<file path="src/rtl/fifo_share_pkg.sv">
// Shared constants, grant encoding and occupancy helper for the fifo_share_ctrl slice.
package fifo_share_pkg;

    localparam int unsigned DW_DEF    = 8;
    localparam int unsigned UW_DEF    = 8;
    localparam int unsigned WMARK_DEF = 192;

    // Identity of the producer that won the most recent FIFO write.
    localparam logic GNT0 = 1'b0;
    localparam logic GNT1 = 1'b1;

    typedef enum logic [1:0] {
        GRANT_NONE = 2'b00,
        GRANT_IN0  = 2'b01,
        GRANT_IN1  = 2'b10
    } grant_e;

    // Words held or in flight after this cycle's pop; 3 bits so the subtraction cannot wrap.
    function automatic logic [2:0] skid_occ(input logic [1:0] cnt, input logic pend, input logic pop);
        return {1'b0, cnt} + {2'b00, pend} - {2'b00, pop};
    endfunction

endpackage

</file>
<file path="src/rtl/fifo_share_skid.sv">
// Two-entry FIFO-ordered output buffer fed by the FIFO q port one cycle after rdreq.
module fifo_share_skid
    import fifo_share_pkg::*;
#(
    parameter int unsigned DW = DW_DEF
) (
    input  logic          clock,
    input  logic          reset_n,
    input  logic          push,
    input  logic [DW-1:0] push_data,
    input  logic          pop,
    output logic [DW-1:0] out_data,
    output logic          out_valid,
    output logic [1:0]    buf_cnt
);

    logic [DW-1:0] ent0;
    logic [DW-1:0] ent1;
    logic [DW-1:0] ent0_nxt;
    logic [DW-1:0] ent1_nxt;
    logic [1:0]    cnt_nxt;

    // ent0 is always the head; a pop shifts ent1 forward.
    always_comb begin
        ent0_nxt = ent0;
        ent1_nxt = ent1;
        cnt_nxt  = buf_cnt + 2'(push) - 2'(pop);
        case ({push, pop})
            2'b10: begin
                if (buf_cnt == 2'd0) ent0_nxt = push_data;
                else                 ent1_nxt = push_data;
            end
            2'b01: begin
                ent0_nxt = ent1;
            end
            2'b11: begin
                if (buf_cnt == 2'd1) begin
                    ent0_nxt = push_data;
                end else begin
                    ent0_nxt = ent1;
                    ent1_nxt = push_data;
                end
            end
            default: begin
            end
        endcase
    end

    always_ff @(posedge clock or negedge reset_n) begin
        if (!reset_n) begin
            ent0      <= '0;
            ent1      <= '0;
            buf_cnt   <= 2'd0;
            out_valid <= 1'b0;
        end else begin
            ent0      <= ent0_nxt;
            ent1      <= ent1_nxt;
            buf_cnt   <= cnt_nxt;
            out_valid <= (cnt_nxt != 2'd0);
        end
    end

    assign out_data = ent0;

endmodule

</file>
<file path="src/rtl/fifo_share_ctrl.sv">
// Two-producer round-robin writer and rdreq sequencer around one shared non-showahead FIFO.
// Define ARB_WMARK_EN to throttle in1 while FIFO usedw is at or above WMARK.
module fifo_share_ctrl
    import fifo_share_pkg::*;
#(
    parameter int unsigned DW    = DW_DEF,
    parameter int unsigned UW    = UW_DEF,
    parameter int unsigned WMARK = WMARK_DEF
) (
    input  logic          clock,
    input  logic          reset_n,
    input  logic [DW-1:0] in0_data,
    input  logic          in0_valid,
    output logic          in0_ready,
    input  logic [DW-1:0] in1_data,
    input  logic          in1_valid,
    output logic          in1_ready,
    output logic [DW-1:0] fifo_data,
    output logic          fifo_wrreq,
    input  logic          fifo_full,
    output logic          fifo_rdreq,
    input  logic [DW-1:0] fifo_q,
    input  logic          fifo_empty,
    input  logic [UW-1:0] fifo_usedw,
    output logic [DW-1:0] out_data,
    output logic          out_valid,
    input  logic          out_ready,
    output logic          wm_hit
);

    grant_e     grant;
    logic       last_gnt;
    logic       elig0;
    logic       elig1;
    logic       wm_q;
    logic       wm_level_c;
    logic       pop;
    logic       rd_pend;
    logic [1:0] buf_cnt;
    logic [2:0] occ;

    // Watermark level sampled once per cycle; in1 sees the registered copy.
    assign wm_level_c = (fifo_usedw >= UW'(WMARK));

`ifdef ARB_WMARK_EN
    always_ff @(posedge clock or negedge reset_n) begin
        if (!reset_n) wm_q <= 1'b0;
        else          wm_q <= wm_level_c;
    end
`else
    logic unused_wm_level;
    assign unused_wm_level = wm_level_c;
    assign wm_q            = 1'b0;
`endif

    assign wm_hit = wm_q;
    assign elig0  = in0_valid;
    assign elig1  = in1_valid & ~wm_q;

    // Round-robin: on a tie the producer that did not win last time is served.
    always_comb begin
        grant = GRANT_NONE;
        if (reset_n && !fifo_full) begin
            if (elig0 && elig1) begin
                grant = (last_gnt == GNT1) ? GRANT_IN0 : GRANT_IN1;
            end else if (elig0) begin
                grant = GRANT_IN0;
            end else if (elig1) begin
                grant = GRANT_IN1;
            end
        end
    end

    assign in0_ready  = (grant == GRANT_IN0);
    assign in1_ready  = (grant == GRANT_IN1);
    assign fifo_wrreq = (grant != GRANT_NONE);
    assign fifo_data  = (grant == GRANT_IN1) ? in1_data : in0_data;

    always_ff @(posedge clock or negedge reset_n) begin
        if (!reset_n) begin
            last_gnt <= GNT1;
        end else if (grant == GRANT_IN0) begin
            last_gnt <= GNT0;
        end else if (grant == GRANT_IN1) begin
            last_gnt <= GNT1;
        end
    end

    // Read only while the buffer plus the word in flight leaves room after this cycle's pop.
    assign pop        = out_valid & out_ready;
    assign occ        = skid_occ(buf_cnt, rd_pend, pop);
    assign fifo_rdreq = reset_n & ~fifo_empty & (occ < 3'd2);

    always_ff @(posedge clock or negedge reset_n) begin
        if (!reset_n) rd_pend <= 1'b0;
        else          rd_pend <= fifo_rdreq;
    end

    fifo_share_skid #(
        .DW (DW)
    ) u_skid (
        .clock     (clock),
        .reset_n   (reset_n),
        .push      (rd_pend),
        .push_data (fifo_q),
        .pop       (pop),
        .out_data  (out_data),
        .out_valid (out_valid),
        .buf_cnt   (buf_cnt)
    );

    a_occ_bound: assert property (@(posedge clock) disable iff (!reset_n)
        ({1'b0, buf_cnt} + {2'b00, rd_pend}) <= 3'd2);

    a_no_write_full: assert property (@(posedge clock) disable iff (!reset_n)
        !(fifo_wrreq && fifo_full));

    a_no_read_empty: assert property (@(posedge clock) disable iff (!reset_n)
        !(fifo_rdreq && fifo_empty));

endmodule

</file>
<file path="config.mk">
export PLATFORM = sky130hd
export DESIGN_NAME = fifo_share_ctrl
export DESIGN_NICKNAME = d
export VERILOG_FILES = /design/src/rtl/fifo_share_pkg.sv /design/src/rtl/fifo_share_skid.sv /design/src/rtl/fifo_share_ctrl.sv
export SDC_FILE = /design/constraint.sdc
export NUM_CORES = 1
export LEC_CHECK = 0
export CAP_MARGIN = 20
export CORE_ASPECT_RATIO = 0.6
export CORE_MARGIN = 5
export CORE_UTILIZATION = 25
export CTS_BUF_LIST = sky130_fd_sc_hd__clkbuf_8 sky130_fd_sc_hd__clkbuf_16
export CTS_CLUSTER_SIZE = 25
export DETAILED_ROUTE_END_ITERATION = 12
export PLACE_DENSITY = 0.6
export SYNTH_ARGS = -nofsm -noshare
export SYNTH_HDL_FRONTEND = slang
export SYNTH_SLANG_ARGS = --single-unit
</file>
<file path="constraint.sdc">
create_clock -name clock -period 3.6 [get_ports clock]
set_input_delay 0.54 -clock clock [delete_from_list [all_inputs] [get_ports clock]]
set_output_delay 0.54 -clock clock [all_outputs]
set_load 0.02 [all_outputs]
</file>
==> flow_metrics.py, run 1 <==
metrics = {
    "pwr": {
        "power_density_mw_per_mm2": 637.5,
        "ir_worst_vdd_mv": 0.3261,
        "p_leak_nw": 0.7328,
        "swShare_pct": 37.11,
        "combPwrFrac_pct": 48.3,
        "cell_internal_pwr_mw": 0.7248,
        "finalPower_mw": 1.153,
        "clockPowerShare_pct": 13.8,
        "p_sw_mw": 0.4277,
        "p_seq_share_pct": 37.9,
    },
    "yosys": {
        "ys_types": 33,
        "syn_nets": 153,
        "ys_ff_latch": 21,
        "synth_area_per_cell_um2": 10.89,
        "async_flop_share_pct": 100.0,
        "syn_inst": 109,
        "synth-edff-count": 0,
        "yosysWarnings": 0,
        "mappedNetlistArea_mm2": 0.001187,
        "yosysSeqAreaShare_pct": 44.36,
        "synth_ff_type": "dfrtp_1",
    },
    "route": {
        "drt.antenna.violating_nets": 0,
        "routedWlPerCell_um": 15.16,
        "drtIter0Drc": 46,
        "drc": 0,
        "drt_first_pass_iters": 4,
        "vias": 1017,
        "drt-total-wl_um": 3396,
        "avgViaCountPerCell": 4.540,
    },
    "floorplanning": {
        "die_h_um": 63.39,
        "row_count": 19,
        "io_pins": 61,
        "design.die.area_mm2": 0.006273,
        "die_w_um": 98.97,
        "initial_core_util_pct": 25.88,
        "core-area_mm2": 0.004588,
    },
    "placed_design": {
        "globalplace.congestion": 0.8218,
        "dp.cells": 220,
        "dpl.hpwl_um": 2699,
        "place_area_mm2": 0.001760,
        "port_buffers": 51,
    },
    "critical_path": {
        "critPathCaptureType": "output port",
        "worstPathRequired_ns": 3.06,
        "worstPathArrival_ns": 2.77,
        "r2r_end": "rd_pend$_DFF_PN0_",
        "r2r_slack_ns": 1.67,
        "cp_max_fo": 9,
        "cp-start-kind": "input port",
        "reg2regPathDepth": 6,
        "worstSetupPathType": "in2out",
        "r2r-start": "u_skid.out_valid$_DFF_PN0_",
    },
    "global_route": {
        "grt_overflow": 0,
        "grt_pass1_vias": 1055,
        "grt_max_degree": 23,
        "antenna_found_initial": 0,
        "grt_util_met3_pct": 3.197,
        "grtUsageMet1_pct": 14.93,
        "grt.met2_usage_pct": 17.81,
        "grt_pass1_wl_um": 5471,
        "grt_usage_pct": 11.16,
        "busiest_layer": "met2",
    },
    "clock_network": {
        "clock_latency_ns": 0.26,
        "cts.clk_slew.worst_paths_ns": 0.08,
        "cts_tree": "done",
        "clock_sinks": 21,
        "cts_buffers": 3,
        "root_buffer": "clkbuf_8",
        "post_cts_buffers": 0,
        "cts_buffer_depth": 2,
        "cts.htree.levels": 1,
    },
    "min_path": {
        "holdPathEnd": "u_skid.ent1[7]$_DFFE_PN0P_",
        "hold_depth": 1,
        "hold_class": "reg2reg",
        "worstHoldStart": "u_skid.ent1[7]$_DFFE_PN0P_",
    },
    "layout": {
        "stdcell_count": 224,
        "syn2layout_area_growth_pct": 52.27,
        "drive_gt1_share_pct": 19.88,
        "final_common_cell": "clkdlybuf4s50_1",
        "antennaDiodeCount": 0,
        "stdcell_area_mm2": 0.001808,
        "fillers": 458,
        "final_cell_mix": "clkdlybuf4s50_1, dfrtp_1, mux2_2, nand3_1",
        "layout.nets": 206,
    },
    "run": {
        "max-cap-violations": 0,
    },
    "timing": {
        "setup_viol": 0,
        "setup_tns_ns": 0,
        "fin_crit_sh_pct": 92.03,
        "fin_hold_ws_ns": 0.5094,
        "fin_skew_ns": 0.002173,
        "final_max_slew_viol_count": 0,
        "fmax_ghz": 0.3018,
        "finalHoldViolCount": 0,
        "rsz0062_at_grt": "no",
        "min_period_ns": 3.313,
    },
    "run_status": {
        "status": "complete, no violations",
    },
}
-- worst max-delay path by stage --
stage	from	slack, ns	end
6_report	reset_n	0.29	fifo_data[0]
3_5_place_dp	out_ready	0.03	fifo_rdreq
4_1_cts	reset_n	0.12	fifo_data[0]
5_1_grt	reset_n	0.11	fifo_data[3]
3_3_place_gp	out_ready	0.07	fifo_rdreq
2_1_floorplan	out_ready	0.64	fifo_rdreq
-- synth_stat cells, types with 2 or more instances --
library cell	n	share of area (%)
inv_1	4	1.3
o21ai_0	8	3.4
nor3_1	8	3.4
nand2b_1	2	1.1
nand2_1	4	1.3
a31oi_1	7	3.7
ha_1	4	4.2
dfrtp_1	20	42
nand3_1	10	4.2
buf_2	3	1.3
buf_6	2	1.9
mux2_2	16	15
-- cell families (layout without fill, tap and decap cells) --
family	count (synthesis)	count (layout)	share of synthesized area, %
AO/OA/AOI/OAI	18	18	9.272
XOR/XNOR	1	1	0.7378
adder cells (fa/ha/maj)	5	5	5.901
buffers and inverters	12	64	5.794
flip-flops	21	21	44.36
multiplexers	16	16	15.17
other	1	1	0.3158
AND/OR/NAND/NOR	35	35	18.44
-- worst max-delay path, stage by stage --
cell	delay (ns)
clkdlybuf4s50_1	0.53
nor2b_1	0.21
nand3_1	0.15
inv_1	0.09
ha_2	0.32
mux2_2	0.39
clkdlybuf4s50_1	0.55
-- sequential cells by signal, summed over array words and instances, names as in the netlist --
signal	cells
rd_pend	1
u_skid.out_data	8
u_skid.ent1	8
u_skid.buf_cnt	2
u_skid.out_valid	1
last_gnt	1
-- power groups by stage --
stage	combinational (mW)	sequential (mW)	clock, mW
after floorplan	0.314	0.469	0
after global placement	0.550	0.433	0
after detailed placement	0.564	0.441	0
after CTS	0.563	0.437	0.161
after global routing	0.607	0.456	0.177
final	0.557	0.436	0.159
-- layout make-up --
cell class,count,area (µm²),share of cell area (%)
clock buffer,3,41.29,2.284
clock inverter,1,5.005,0.2768
inverter,4,15.01,0.8305
multi-input combinational,76,594.3,32.87
sequential,21,526.8,29.14
tap,63,78.83,4.360
timing repair buffer,56,546.8,30.24
-- layer usage --
layer  wire length [µm]  vias to the layer above
met1               1596                      493
met4                 36                        0
met5                  0                        -
li1                   -                      497
met2               1633                       23
met3                129                        4
-- timing repair --
action / CTS / global route
hold buffers: 0 / 0
endpoints found under the setup margin: 1 / 7
gates cloned: 0 / 0
resized for setup: 1 / 1
-- stage by stage --
stage / utilization [%] / worst slack (ns)
3_3_place_gp: 38.37 / 0.07008
6_report: 39.41 / 0.2870
5_1_grt: 39.41 / 0.1120
4_1_cts: 39.35 / 0.1206
2_1_floorplan: - / 0.6418
3_5_place_dp: 38.37 / 0.03296
(Power assumes the default switching activity.)
==> inputs of run 2 (changes only) <==
Settings changed: SKIP_CTS_REPAIR_TIMING set to 1.
==> run 2 against run 1 <==
  * Die area did not move
  * Combinational power rose by 1%
  * Largest power group unchanged
  * Sequential share of layout area fell by 0.16 points
==> flow_metrics.py, run 2 (synthesis results as in run 1) <==
metrics = {
    "run_status": {
        "status": "complete, no violations",
    },
    "timing": {
        "rsz0062_at_grt": "no",
        "final.setup.worst_slack_ns": 0.2864,
        "setup_tns_ns": 0,
        "setup_viol": 0,
        "fin_hold_ws_ns": 0.5096,
        "final_max_slew_viol_count": 0,
        "min_period_ns": 3.314,
        "fmax_ghz": 0.3018,
        "fin_crit_sh_pct": 92.04,
        "fin_skew_ns": 0.0009227,
        "finalHoldViolCount": 0,
    },
    "critical_path": {
        "critPathCaptureType": "output port",
        "crit_top_cell": "clkdlybuf4s50_1",
        "worst_path_largest_cell_delay_ns": 0.55,
        "path_cells": "clkdlybuf4s50_1 > nor2b_1 > nand3_1 > inv_1 > ha_2 > mux2_2 > clkdlybuf4s50_1",
        "worstPathArrival_ns": 2.77,
        "crit_family": "buffers and inverters",
        "reg2regPathDepth": 6,
        "cp_max_fo": 9,
        "cp.depth": 7,
        "critical_path_buf_inv_count": 3,
        "worstSetupPathType": "in2out",
        "worstPathRequired_ns": 3.06,
        "cpMaxStageDelayCell": "clkdlybuf4s50_1",
        "cp-start-kind": "input port",
    },
    "clock_network": {
        "cts.clk_slew.worst_paths_ns": 0.08,
        "cts_buffers": 3,
        "cts_buffer_depth": 2,
        "clock_sinks": 21,
        "root_buffer": "clkbuf_8",
        "cts.htree.levels": 1,
        "cts_tree": "done",
        "clock_latency_ns": 0.26,
    },
    "floorplanning": {
        "die_h_um": 63.39,
        "initial_core_util_pct": 25.88,
        "io_pins": 61,
        "row_count": 19,
        "core-area_mm2": 0.004588,
        "die_w_um": 98.97,
        "design.die.area_mm2": 0.006273,
    },
    "layout": {
        "drive_gt1_share_pct": 20.50,
        "syn2layout_area_growth_pct": 53.11,
        "layout.nets": 206,
        "fillers": 458,
        "final_common_cell": "clkdlybuf4s50_1",
        "antennaDiodeCount": 0,
        "final_cell_mix": "clkdlybuf4s50_1, dfrtp_1, mux2_2, nand3_1",
    },
    "route": {
        "routedWlPerCell_um": 15.11,
        "drtIter0Drc": 49,
        "drt-total-wl_um": 3384,
        "drc": 0,
        "drt_first_pass_iters": 6,
        "avgViaCountPerCell": 4.545,
        "vias": 1018,
        "drt.antenna.violating_nets": 0,
    },
    "global_route": {
        "grt_pass1_vias": 1055,
        "grt_usage_pct": 11.16,
        "grt_overflow": 0,
        "grt_pass1_wl_um": 5471,
        "antenna_found_initial": 0,
        "grt_max_degree": 23,
    },
    "placed_design": {
        "globalplace.congestion": 0.8218,
        "port_buffers": 51,
        "dp_slack_ns": 0.03296,
        "dpl.hpwl_um": 2699,
    },
    "min_path": {
        "hold_class": "reg2reg",
        "hold_depth": 1,
    },
    "run": {
        "max-cap-violations": 0,
    },
    "pwr": {
        "p_leak_nw": 0.7473,
        "ir_worst_vdd_mv": 0.3387,
        "power_density_mw_per_mm2": 637.6,
    },
}
## run 2: cell count changes in the layout (fill, tap and decap cells not counted)
| cell | delta |
|---|---|
| dlymetal6s2s_1 | +1 |
| dlygate4sd2_1 | -1 |
| nor4b_1 | -1 |
| nor4b_2 | +1 |
## run 2: routing by layer
layer | global-route usage, % | part of all wire [%] | vias to the layer above
met4 | 2.555 | 0.92 | 0
met1 | 14.93 | 46 | 492
li1 | - | - | 496
met3 | 3.197 | 4.5 | 2
met2 | 17.81 | 49 | 28
met5 | 0 | 0 | -
## run 2: path summary, 6_finish.rpt
check	start	to	slack, ns
setup / recovery	reset_n	fifo_data[0]	0.29
hold / removal	u_skid.ent1[4]$_DFFE_PN0P_	u_skid.ent1[4]$_DFFE_PN0P_	0.51
setup reg to reg	u_skid.out_valid$_DFF_PN0_	u_skid.out_valid$_DFF_PN0_	1.75
hold reg to reg	u_skid.ent1[4]$_DFFE_PN0P_	u_skid.ent1[4]$_DFFE_PN0P_	0.51
max in group asynchronous	reset_n	last_gnt$_DFFE_PN1P_	2.59
min in group asynchronous	reset_n	u_skid.ent1[6]$_DFFE_PN0P_	0.73
## run 2: power breakdown
group | internal, mW | switching, mW | leakage (nW)
logic | 0.300 | 0.265 | 0.475
clock network | 0.0772 | 0.0804 | 0.0255
registers | 0.351 | 0.0853 | 0.247
total | 0.729 | 0.430 | 0.747
## run 2: metrics by stage
step	power, mW	cell area (µm²)	utilization [%]	std cells
global placement	0.9834	1760	38.37	220
floorplan	0.7828	1187	-	109
global route	1.250	1818	39.62	224
detailed placement	1.005	1760	38.37	220
finish	1.159	1818	39.62	224
CTS	1.162	1807	39.38	224
## run 2: layout make-up
cell class                 instances  area (µm²)  area share, %
tap                               63       78.83          4.336
multi-input combinational         76       600.6          33.04
clock inverter                     1       5.005         0.2753
sequential                        21       526.8          28.97
timing repair buffer              56       550.5          30.28
inverter                           4       15.01         0.8259
clock buffer                       3       41.29          2.271
